[src/rtl/uart_rx_fifo.sv]
// Receive-side byte FIFO behind the UART receiver: registered pop, occupancy status, sticky overrun.
// Optional registered almost_full flag enabled by defining UART_FIFO_ALMOST_FULL_EN.
module uart_rx_fifo #(
  parameter int unsigned DWIDTH     = 8,
  parameter int unsigned DEPTH_LOG2 = 4,
  parameter int unsigned AF_LEVEL   = 12
) (
  input  logic                  clk,
  input  logic                  rst,
  input  logic                  wr_en,
  input  logic [DWIDTH-1:0]     wr_data,
  input  logic                  rd_en,
  output logic [DWIDTH-1:0]     rd_data,
  output logic                  rd_valid,
  output logic                  empty,
  output logic                  full,
  output logic [DEPTH_LOG2:0]   count,
  output logic                  overrun,
  input  logic                  ovr_clr,
  output logic                  almost_full
);

  localparam int unsigned DEPTH = 1 << DEPTH_LOG2;
  localparam int unsigned CW    = DEPTH_LOG2 + 1;

  logic [DWIDTH-1:0]     mem [DEPTH];
  logic [DEPTH_LOG2-1:0] wr_ptr;
  logic [DEPTH_LOG2-1:0] rd_ptr;
  logic                  push_c;
  logic                  pop_c;
  logic [CW-1:0]         count_nxt_c;

  assign empty = (count == '0);
  assign full  = (count == CW'(DEPTH));

  // A push into a full queue is only admitted when a pop frees the slot on the same edge.
  always_comb begin
    pop_c       = rd_en && !empty;
    push_c      = wr_en && (!full || rd_en);
    count_nxt_c = count;
    if (push_c && !pop_c) begin
      count_nxt_c = count + CW'(1);
    end else if (pop_c && !push_c) begin
      count_nxt_c = count - CW'(1);
    end
  end

  // Storage is intentionally not reset.
  always_ff @(posedge clk) begin
    if (push_c) begin
      mem[wr_ptr] <= wr_data;
    end
  end

  always_ff @(posedge clk or posedge rst) begin
    if (rst) begin
      wr_ptr   <= '0;
      rd_ptr   <= '0;
      count    <= '0;
      rd_data  <= '0;
      rd_valid <= 1'b0;
      overrun  <= 1'b0;
    end else begin
      rd_valid <= pop_c;
      count    <= count_nxt_c;
      if (push_c) begin
        wr_ptr <= wr_ptr + DEPTH_LOG2'(1);
      end
      if (pop_c) begin
        rd_data <= mem[rd_ptr];
        rd_ptr  <= rd_ptr + DEPTH_LOG2'(1);
      end
      // A dropped byte outranks a simultaneous clear.
      if (wr_en && !push_c) begin
        overrun <= 1'b1;
      end else if (ovr_clr) begin
        overrun <= 1'b0;
      end
    end
  end

`ifdef UART_FIFO_ALMOST_FULL_EN
  always_ff @(posedge clk or posedge rst) begin
    if (rst) begin
      almost_full <= 1'b0;
    end else begin
      almost_full <= (count_nxt_c >= CW'(AF_LEVEL));
    end
  end
`else
  logic unused_af_level;
  assign unused_af_level = ^AF_LEVEL;
  assign almost_full     = 1'b0;
`endif

endmodule

[config.mk]
export PLATFORM = sky130hd
export DESIGN_NAME = uart_rx_fifo
export DESIGN_NICKNAME = d
export VERILOG_FILES = /design/src/rtl/uart_rx_fifo.sv
export SDC_FILE = /design/constraint.sdc
export NUM_CORES = 1
export LEC_CHECK = 0
export ABC_CLOCK_PERIOD_IN_PS = 4300
export BUFFER_PORTS_ARGS = -buffer_cell sky130_fd_sc_hd__buf_2
export CELL_PAD_IN_SITES_DETAIL_PLACEMENT = 0
export CELL_PAD_IN_SITES_GLOBAL_PLACEMENT = 1
export CORE_MARGIN = 2
export CORE_UTILIZATION = 37
export CTS_CLUSTER_SIZE = 24
export DETAILED_ROUTE_END_ITERATION = 10
export MAX_ROUTING_LAYER = met4
export PLACE_DENSITY_LB_ADDON = 0.08
export SYNTH_ARGS = -nofsm -noshare
export SYNTH_HDL_FRONTEND = slang
export SYNTH_SLANG_ARGS = --single-unit
[constraint.sdc]
create_clock -name clk -period 4.3 [get_ports clk]
set_input_delay 0.215 -clock clk [delete_from_list [all_inputs] [get_ports clk]]
set_output_delay 0.215 -clock clk [all_outputs]
set_load 0.005 [all_outputs]
==> results.md, run 1 <==
- Status: complete, but fails checks
- Failing checks: negative hold slack
- Worst Setup SP: count[0]
- VDD IR-drop max: approximately 0.00030 V
- Vias in the first global route: slightly below 3000
- Hold Fails Final Rpt: 23
- Unrepaired setup endpoints after global routing: no
- Avg WL per Cell: 21.30 µm
- PortBufs: 29
- Worst Max-Slew Pin Slew: ~0.9 ns
- # DRC: 0
- Final WL: about 12000 µm
- Placed Instance Area: 6422 µm²
- TNS Setup: 0 ns
- CTS sink cnt: 151
- Detailed Route Iter0 Violations: roughly 170
- Worst Path Arrival: 3.47 ns
- First-pass GRT wire length: about 19000 µm
- FMAX: between 0.3 and 0.4 GHz
- R2R Path End: count[4]
- Crit start category: flip-flop
- Final Setup Violations: 0
- Io pins: 31
- Crit path depth: 9
- Mapped Nets: approximately 330
- Crit share post-route: 0.7295
- Routability cong.: between 0.6 and 0.7
- Critical-path cell list: or4_4 -> o21ai_4 -> ha_1 -> inv_1 -> fa_1 -> a21o_1 -> a21oi_1 -> mux2i_1 -> xnor2_1
- Final Instance Area: between 6000 and 7000 µm²
- Via count: 2814
- Grt ovf: 0
- Antenna-violating nets left: 0
- Rows: 46
- RR Startpoint: count[0]
- Gr usage total: 0.1557
- Critical path endpoint category: flip-flop
- CP max-delay cell: or4_4
- Post-synth EDFFs: between 100 and 150
- Commonest non-fill, non-tap cell in the layout: edfxtp_1
- Cts repair resizes: 0
- CTS Root Cell: clkbuf_16
- Fill count: 1391
- Flop-to-flop setup slack: about 1.2 ns
- Die area: about 17000 µm²
- Slew Limit Fails: 0
- Clk slew on worst S/H paths: 0.06 ns
- CTS Buf Count: 17
- Synth Flop Type: edfxtp_1
- Detailed Routing Iterations Pass 1: 4
- Sequential area share after synthesis: 0.7293
- CTS tree: built
- Pwr dens: between 600 and 700 nW/µm²
- Tmin final: 3.137 ns
- Die Width: 132.0 µm
- Initial Utilization: 0.3801
- Max-Cap Viols: 0
- Area Growth Syn to Fin: 13.81%
- Core area: between 15000 and 20000 µm²
- Slew headroom: 0.4023
- Largest stage delay, worst path: about 0.63 ns
- Yosys warnings: 0
- Finished Core Util: 0.4326
- Most frequent cells in the layout: 128 x edfxtp_1, 33 x mux4_2, 29 x buf_2, 21 x dfrtp_1, 17 x clkbuf_16
- Vias/cell: 4.928
- H-Tree Depth: 4
- Initial antenna violation count: 0
- Crit path max fanout: 19
- CTS Hold Bufs: 0
- Worst r2r path cells: 9
- Worst Setup EP: count[4]
- Post-synthesis async set-or-reset flop share: 0.1523
- Synth unique cells: 36
- CTS Buffer Depth: 2
- Layout cells sized above 1: 0.2789
- Synth Cell Area: between 6000 and 7000 µm²
- FF+latch count, synth: between 150 and 200
- CP required: ~4.6 ns
- # diodes: 0
- Net count reported at finish: 369
- Leakage: between 0.002 and 0.0025 µW
- Reg area: between 4000 and 5000 µm²
- Synth Instances: 309
- Die height: between 100 and 150 µm
- Buf/Inv on CP: 1
- Multi-input logic area: roughly 1500 µm²
- Critical path class: reg -> reg
- DP HPWL: 7859 µm
- Delay-heaviest family, CP: compound AO/OA/AOI/OAI gates
- Post-Syn Area per Cell: about 20 µm²
- Largest net degree at the start of global routing: 24
- # Post-CTS Setup Buffers: 0
- Hold Path Class: in -> async
- Max Clock Skew: about 0.0066 ns
- Worst-Skew Late Latency: 0.41 ns
- WHS: -0.008163 ns
kinds of logic (layout without fill, tap and decap cells):
family / after synthesis / in the layout / synth area share
other cells: 1 / 1 / 0.0006189
compound gates: 31 / 31 / 0.03882
simple gates: 41 / 41 / 0.03820
flops: 151 / 151 / 0.7293
xor+xnor: 10 / 10 / 0.01445
mux: 42 / 42 / 0.1377
fa+ha+maj: 10 / 10 / 0.02189
buf+inv: 23 / 69 / 0.01899
power breakdown:
part           internal [µW]  switching, µW
Sequential              1820            253
Clock                    712            528
Combinational            611            555
worst min-delay path by stage:
| stage | end | depth (start not counted) | from |
|---|---|---|---|
| after floorplan | count[0] | 1 | rst |
| after global placement | rd_data[6] | 1 | rd_data[6] |
| after detailed placement | count[0] | 2 | rst |
| after CTS | overrun | 2 | rst |
| after global routing | rd_data[2] | 2 | rst |
| final | overrun | 2 | rst |
worst register-to-register path: stages (launching register included):
cell and delay, ns:
dfrtp_1 0.45, or4_4 0.63, o21ai_4 0.46, ha_1 0.27, inv_1 0.11, fa_1 0.42
a21o_1 0.19, a21oi_1 0.17, mux2i_1 0.24, xnor2_1 0.13
stage by stage:
stage                     hold WS [ns]  worst slack (ns)  instances  power (µW)
after floorplan                 0.2169             1.325        309        2905
after global placement          0.4598             1.161        543        3310
after detailed placement        0.4663             1.131        543        3314
after CTS                      0.02454             1.133        571        4558
after global routing           0.07645            0.9417        571        4736
final                        -0.008163             1.163        571        4480
metal layers:
metal  GRT usage  vias to the layer above  wire [µm]
met5           -                        -          0
met4     0.05435                        0        131
li1            -                     1297          -
met3     0.03422                       10        364
met2      0.2407                       42       5914
met1      0.2045                     1465       5753
registers in the layout, summed over array words and instances, names as in the netlist:
register / flops
rd_ptr: 4
rd_valid: 1
mem: 128
count: 5
rd_data: 8
overrun: 1
wr_ptr: 4
cell type report:
type                            count  share of cell area
Clock buffer                       20             0.06332
Clock inverter                      8            0.005443
Inverter                            8            0.004354
Multi-Input combinational cell    135              0.2212
Sequential cell                   151              0.6411
Tap cell                          216             0.03919
Timing Repair Buffer               33             0.02540
cells in the mapped netlist, drive strengths merged, types with 7 or more instances:
| library cell | count | area (µm²) |
|---|---|---|
| ha | 9 | 112.6 |
| dfrtp | 23 | 575.6 |
| mux4 | 33 | 743.2 |
| xnor2 | 9 | 78.83 |
| edfxtp | 128 | 3844 |
| a21o | 9 | 67.56 |
| nand2 | 11 | 41.29 |
| mux2i | 8 | 80.08 |
| and2 | 16 | 102.6 |
| a211oi | 7 | 52.55 |
| buf | 11 | 70.06 |
| o22ai | 7 | 43.79 |
| inv | 8 | 30.03 |
Power figures use the tool's default switching activity.
==> inputs of run 2 (changes only) <==
--- a/config.mk
+++ b/config.mk
@@ -5,7 +5,7 @@
 export SDC_FILE = /design/constraint.sdc
 export NUM_CORES = 1
 export LEC_CHECK = 0
-export ABC_CLOCK_PERIOD_IN_PS = 4300
+export ABC_CLOCK_PERIOD_IN_PS = 2740
 export BUFFER_PORTS_ARGS = -buffer_cell sky130_fd_sc_hd__buf_2
 export CELL_PAD_IN_SITES_DETAIL_PLACEMENT = 0
 export CELL_PAD_IN_SITES_GLOBAL_PLACEMENT = 1
==> constraint.sdc (replaced) <==
create_clock -name clk -period 2.74 [get_ports clk]
set_input_delay 0.137 -clock clk [delete_from_list [all_inputs] [get_ports clk]]
set_output_delay 0.137 -clock clk [all_outputs]
set_load 0.005 [all_outputs]
==> run 2 against run 1 <==
Flip-flop and latch count stayed put. First-iteration DRC count is 48% higher. Cell area is 3.6% higher. Via count is 2.9% higher. Clock skew is 0.0018 ns higher. Critical path type unchanged. Register-to-register slack worse by 0.99 ns. Power is 69% higher. Cell count is 2.6% higher. Critical path depth is 1 higher. The run now ends clean.
==> results.md, run 2 (synthesis results as in run 1) <==
- Max-Cap Viols: 0 (unchanged)
- Delay-heaviest family, CP: simple AND/OR/NAND/NOR gates
- Commonest non-fill, non-tap cell in the layout: edfxtp_1
- Max reg flops: 128 (unchanged)
- Io pins: 31 (unchanged)
- Worst Max-Slew Pin Slew: 0.9197 ns (+0.02408 ns)
- # DRC: 0 (unchanged)
- Slew headroom: 0.3862 (-0.01607)
- Slew Limit Fails: 0 (unchanged)
- CTS sink cnt: 151 (unchanged)
- Crit share post-route: 0.9362 (+0.2067)
- Layout cells sized above 1: 0.3270 (+0.04815)
- Buf/Inv on CP: 2 (+1)
- Top flop regs: mem: 128 flops, rd_data: 8 flops, count: 5 flops
- Critical-path cell list: or4_4 -> o31ai_4 -> inv_2 -> ha_4 -> inv_2 -> ha_4 -> a21o_1 -> a21oi_2 -> mux2i_1 -> xnor2_1
- DP HPWL: 7773 µm (-1.1%)
- Pwr dens: 1062 nW/µm² (+63%)
- Hold Path Class: in -> reg
- Initial Utilization: 0.3801 (unchanged)
- DP Worst Slack: 0.1196 ns (-1.011 ns)
- Vias in the first global route: 3051 (+2.3%)
- Area Growth Syn to Fin: 17.88%
- Clk slew on worst S/H paths: 0.06 ns (about the same)
- Die Width: 132.0 µm (unchanged)
- Reg power frac: 0.407 (-0.056)
- Initial antenna violation count: 0 (unchanged)
- Via count: 2897 (+2.9%)
- PortBufs: 29 (unchanged)
- Max Clock Skew: 0.008325 ns (+0.001751 ns)
- Net Sw Frac: 0.2941 (-0.004295)
- Tmin final: 2.565 ns (-0.5717 ns)
- Clk pwr share: 0.309 (+0.032)
- Status: finished clean
- Finished Core Util: 0.4480 (+0.01546)
- Final Setup Violations: 0 (unchanged)
- TNS Setup: 0 ns (unchanged)
- Gr usage total: 0.1591 (+0.003430)
- # diodes: 0 (unchanged)
- Detailed Route Iter0 Violations: 244 (+48%)
- CP required: 3.08 ns (-1.55 ns)
- Final WL: 12430 µm (+2.2%)
- FMAX: 0.3898 GHz (+22%)
- Grt ovf: 0 (unchanged)
- Critical path endpoint category: flip-flop
- Placed Instance Area: 6515 µm² (+1.4%)
- H-Tree Depth: 4 (unchanged)
- Worst Path Arrival: 2.91 ns (-0.56 ns)
- Worst-Skew Late Latency: 0.42 ns (about the same)
- Register with the most flip-flops: mem
- Antenna-violating nets left: 0 (unchanged)
- Die area: 17420 µm² (unchanged)
- Worst Setup SP: count[0]
- Sw power: 2231 µW (+67%)
- Die height: 132.0 µm (unchanged)
- Cell internal pwr: 5355 µW (+70%)
- Hold Fails Final Rpt: 0 (-100%)
- HP Start: ovr_clr
- CTS tree: built
- Unrepaired setup endpoints after global routing: no
- Flop-to-flop setup slack: 0.17 ns (-0.99 ns)
- VDD IR-drop max: 0.0006019 V (+100%)
- Largest net degree at the start of global routing: 35 (+46%)
- Avg WL per Cell: 21.20 µm (-0.45%)
- Largest stage delay, worst path: 0.59 ns (-0.04 ns)
- Rows: 46 (unchanged)
- CP max-delay cell: or4_4
- Core area: 15940 µm² (unchanged)
- Routability cong.: 0.7070 (+1.0%)
- Crit path max fanout: 5 (-14)
- Vias/cell: 4.944 (+0.31%)
- Net count reported at finish: 380 (+3.0%)
- Most frequent cells in the layout: 128 x edfxtp_1, 33 x mux4_2, 29 x buf_2, 20 x dfrtp_1, 17 x clkbuf_16
- Fill count: 1402 (+0.79%)
- Final Instance Area: 7143 µm² (+3.6%)
- CTS Root Cell: clkbuf_16
- First-pass GRT wire length: 19150 µm (+1.5%)
- RR Startpoint: count[0]
- Detailed Routing Iterations Pass 1: 8 (+4)
- Setup ws final: 0.1748 ns (-0.9883 ns)
- Leakage: 0.002502 µW (+4.1%)
- CTS Buffer Depth: 2 (unchanged)
- Crit start category: flip-flop
- Critical path class: reg -> reg
- Comb power frac: 0.284 (+0.024)
- CTS Buf Count: 17 (unchanged)
[run 2: cell count changes in the layout (fill, tap and decap cells not counted), moves of 2 or more]
cell | before | now
buf_4 | 4 | 12
bufinv_16 | 0 | 3
clkinv_1 | 2 | 0
clkinvlp_4 | 0 | 3
dlygate4sd3_1 | 0 | 2
ha_1 | 9 | 7
ha_4 | 0 | 2
[run 2: worst reg2reg max path: cells and delay by family (launching register included)]
kind / cells / cell delay (ns)
fa+ha+maj: 2 / 0.38
simple gates: 1 / 0.59
xor+xnor: 1 / 0.14
buf+inv: 2 / 0.19
mux: 1 / 0.23
flops: 1 / 0.41
compound gates: 3 / 0.55
[run 2: final timing paths]
path / to / depth (start not counted)
hold reg to reg: rd_data[7] / 1
min in group asynchronous: rd_data[6] / 3
setup reg to reg: count[4] / 10
hold / removal: overrun / 3
setup / recovery: count[4] / 10
max in group asynchronous: rd_ptr[1] / 3
[run 2: area by class of cell]
cell class / count / area, µm² / area share
sequential: 151 / 4423 / 0.6192
multi-input combinational: 135 / 1556 / 0.2179
clock buffer: 19 / 432.9 / 0.06061
timing repair buffer: 44 / 275.3 / 0.03854
tap: 216 / 270.3 / 0.03783
clock inverter: 13 / 155.1 / 0.02172
inverter: 8 / 30.03 / 0.004204
[run 2: through the flow]
| step | hold slack, ns | cells | total power [µW] |
|---|---|---|---|
| finish | 0.02379 | 586 | 7586 |
| global route | 0.01306 | 586 | 7997 |
| CTS | 0.003993 | 585 | 7661 |
| detailed placement | 0.4131 | 551 | 5314 |
| global placement | 0.3953 | 551 | 5316 |
| floorplan | 0.1389 | 309 | 4581 |
[run 2: repair_timing]
action                                  CTS  global route
endpoints found under the setup margin    0             1
endpoints found under the hold margin    24             0
resized for setup                         0             1
buffers inserted                          0             1
hold buffers                              2             0
[run 2: per-layer routing]
| layer | track usage | share of wire |
|---|---|---|
| met5 | - | 0 |
| met1 | 0.2202 | 0.48 |
| met4 | 0.05556 | 0.0097 |
| met2 | 0.2300 | 0.47 |
| met3 | 0.03960 | 0.036 |
[run 2: power by group through the flow]
stage	Sequential [µW]	Clock (µW)	Combinational, µW
6_report	3090	2340	2150
5_1_grt	3140	2490	2370
4_1_cts	3100	2390	2180
3_5_place_dp	3140	0	2170
3_3_place_gp	3140	0	2180
2_1_floorplan	3050	0	1530
==> inputs of run 3 (changes only) <==
==> config.mk (replaced) <==
export PLATFORM = sky130hd
export DESIGN_NAME = uart_rx_fifo
export DESIGN_NICKNAME = d
export VERILOG_FILES = /design/src/rtl/uart_rx_fifo.sv
export SDC_FILE = /design/constraint.sdc
export NUM_CORES = 1
export LEC_CHECK = 0
export ABC_CLOCK_PERIOD_IN_PS = 2300
export BUFFER_PORTS_ARGS = -buffer_cell sky130_fd_sc_hd__buf_2
export CELL_PAD_IN_SITES_DETAIL_PLACEMENT = 0
export CELL_PAD_IN_SITES_GLOBAL_PLACEMENT = 1
export CORE_MARGIN = 2
export CORE_UTILIZATION = 37
export CTS_CLUSTER_DIAMETER = 80
export CTS_CLUSTER_SIZE = 24
export DETAILED_ROUTE_END_ITERATION = 10
export MAX_ROUTING_LAYER = met4
export PLACE_DENSITY = 0.63
export SYNTH_ARGS = -nofsm -noshare
export SYNTH_HDL_FRONTEND = slang
export SYNTH_SLANG_ARGS = --single-unit
==> constraint.sdc (replaced) <==
create_clock -name clk -period 2.3 [get_ports clk]
set_input_delay 0.115 -clock clk [delete_from_list [all_inputs] [get_ports clk]]
set_output_delay 0.115 -clock clk [all_outputs]
set_load 0.005 [all_outputs]
==> run 3 against run 2 <==
The run now ends with negative setup slack left. Highest routed layer unchanged. Maximum frequency up 3.7%. Flip-flop and latch count unchanged. Worst hold slack better by 0.049 ns. Critical endpoint unchanged. Cell area is 2.1% higher. Combinational power increased by 29%.
==> results.md, run 3 (synthesis results as in run 1) <==
- # DRC: 0 (unchanged)
- Net count reported at finish: 395 (+3.9%)
- Failing checks: negative setup slack
- Gr usage total: 0.1512 (-0.007952)
- Cell internal pwr: 6374 µW (+19%)
- Vias/cell: 4.945 (about the same)
- Net Sw Frac: 0.3071 (+0.01294)
- Crit path max fanout: 5 (unchanged)
- # diodes: 0 (unchanged)
- Area Growth Syn to Fin: 20.32%
- Clk slew on worst S/H paths: 0.07 ns (about the same)
- Initial antenna violation count: 0 (unchanged)
- Final Instance Count excl. Fillers: 601 (+2.6%)
- Routability cong.: 0.7056 (-0.20%)
- Die Width: 132.0 µm (unchanged)
- Worst Max-Slew Pin Slew: 0.8860 ns (-0.03365 ns)
- Die height: 132.0 µm (unchanged)
- Worst Path Arrival: 2.82 ns (-0.09 ns)
- Detailed Route Iter0 Violations: 226 (-7.4%)
- Unrepaired setup endpoints after global routing: yes
- Detailed Routing Iterations Pass 1: 4 (-4)
- Comb power frac: 0.302 (+0.018)
- Initial Utilization: 0.3801 (unchanged)
- Hold Fails Final Rpt: 0 (unchanged)
- Largest stage delay, worst path: 0.59 ns (about the same)
- Top flop regs: mem: 128 flops, rd_data: 8 flops, count: 5 flops
- CTS Buffer Depth: 2 (unchanged)
- Critical path endpoint category: flip-flop
- Reg power frac: 0.395 (-0.012)
- CTS tree: built
- Register with the most flip-flops: mem
- Status: complete, but fails checks
- Slew Limit Fails: 0 (unchanged)
- H-Tree Depth: 4 (unchanged)
- CTS Buf Count: 17 (unchanged)
- Die area: 17420 µm² (unchanged)
- Max reg flops: 128 (unchanged)
- Delay-heaviest family, CP: simple AND/OR/NAND/NOR gates
- Buf/Inv on CP: 1 (-1)
- VDD IR-drop max: 0.0006250 V (+3.8%)
- Vias in the first global route: 3139 (+2.9%)
- Hold Path Class: in -> reg
- Dpl cells: 562 (+2.0%)
- Largest net degree at the start of global routing: 24 (-31%)
- DP HPWL: 7782 µm (+0.11%)
- Layout cells sized above 1: 0.3714 (+0.04440)
- Max-Cap Viols: 0 (unchanged)
- Io pins: 31 (unchanged)
- Power Total: 9198 µW (+21%)
- Slew headroom: 0.4087 (+0.02246)
- Rows: 46 (unchanged)
- CTS Root Cell: clkbuf_16
- CP required: 2.65 ns (-0.43 ns)
- Crit start category: flip-flop
- Avg WL per Cell: 19.77 µm (-6.7%)
- Clk pwr share: 0.303 (-0.006)
- Fill count: 1381 (-1.5%)
- Commonest non-fill, non-tap cell in the layout: edfxtp_1
- Tmin final: 2.474 ns (-0.09091 ns)
- Crit share post-route: 1.076 (+0.1396)
- Final WL: 11880 µm (-4.4%)
- Critical-path cell list: or4_4 -> o21ai_4 -> ha_4 -> inv_6 -> fa_2 -> a21o_1 -> a21oi_2 -> mux2i_1 -> xnor2_1
- Leakage: 0.002595 µW (+3.7%)
- Max Clock Skew: 0.007882 ns (-0.0004424 ns)
- Antenna-violating nets left: 0 (unchanged)
- Core area: 15940 µm² (unchanged)
- Setup ws final: -0.1743 ns (-0.3491 ns)
- PortBufs: 29 (unchanged)
- FMAX: 0.4041 GHz (+3.7%)
- Grt ovf: 0 (unchanged)
- Most frequent cells in the layout: 128 x edfxtp_1, 33 x mux4_2, 29 x buf_2, 26 x buf_4, 21 x dfrtp_1
- Via count: 2972 (+2.6%)
- Pwr dens: 1262 nW/µm² (+19%)
- Critical path class: reg -> reg
- Sw power: 2824 µW (+27%)
- First-pass GRT wire length: 18640 µm (-2.7%)
- Final Setup Violations: 3 (+3)
- CTS sink cnt: 151 (unchanged)
- CP max-delay cell: or4_4
- Worst-Skew Late Latency: 0.43 ns (about the same)
- WHS: 0.07237 ns (+0.04858 ns)
## run 3: final timing paths
check                      cells past startpoint  slack (ns)        from         end
setup reg to reg                               9       -0.17    count[3]    count[4]
setup / recovery                               9       -0.17    count[3]    count[4]
min in group asynchronous                      3        0.42         rst  rd_data[5]
hold reg to reg                                1        0.48  rd_data[3]  rd_data[3]
max in group asynchronous                      3        1.27         rst   rd_ptr[2]
hold / removal                                 1        0.07  wr_data[3]  mem[13][3]
## run 3: stage by stage
step	util	instance area (µm²)	setup TNS (ns)	setup WS, ns
2_1_floorplan	-	6086	-1.113	-0.4603
3_3_place_gp	0.4138	6596	-0.6420	-0.2804
3_5_place_dp	0.4138	6596	-0.8696	-0.3266
4_1_cts	0.4568	7282	-0.2908	-0.1850
5_1_grt	0.4573	7291	-0.6504	-0.2977
6_report	0.4573	7291	-0.3155	-0.1743
## run 3: repair_timing
action                                 CTS  global route
setup buffers                            4             0
hold buffers                             3             0
cloned                                   0             0
setup endpoints to repair               28            40
gates resized for setup                  8             6
pin swaps                                9             2
endpoints found under the hold margin   24             0
## run 3: routing by layer
layer	global-route usage	up-vias	routed length, µm
met2	0.2381	50	5928
met5	-	-	0
met1	0.1907	1557	5402
li1	-	1353	-
met3	0.03691	12	355
met4	0.05616	0	198
## run 3: worst register-to-register path: cells and delay by family (launching register included)
family | cells | cell delay (ns)
simple gates | 1 | 0.59
fa+ha+maj | 2 | 0.51
buf+inv | 1 | 0.05
xor+xnor | 1 | 0.15
flops | 1 | 0.38
compound gates | 3 | 0.50
mux | 1 | 0.22
## run 3: area by class of cell
cell class              count  area (µm²)  share of cell area
repair buffers             59       390.4             0.05354
well taps                 216       270.3             0.03707
clock inverters            15       176.4             0.02420
clock buffers              17       425.4             0.05835
inverters                   8       35.03            0.004805
multi-input cells         135        1572              0.2155
flip-flops and latches    151        4422              0.6065
## run 3: power groups by stage
| stage | logic, µW | registers, µW | clock network, µW |
|---|---|---|---|
| 2_1_floorplan | 1820 | 3640 | 0 |
| 3_3_place_gp | 2720 | 3680 | 0 |
| 3_5_place_dp | 2750 | 3710 | 0 |
| 4_1_cts | 2810 | 3650 | 2840 |
| 5_1_grt | 3020 | 3690 | 2960 |
| 6_report | 2770 | 3640 | 2790 |
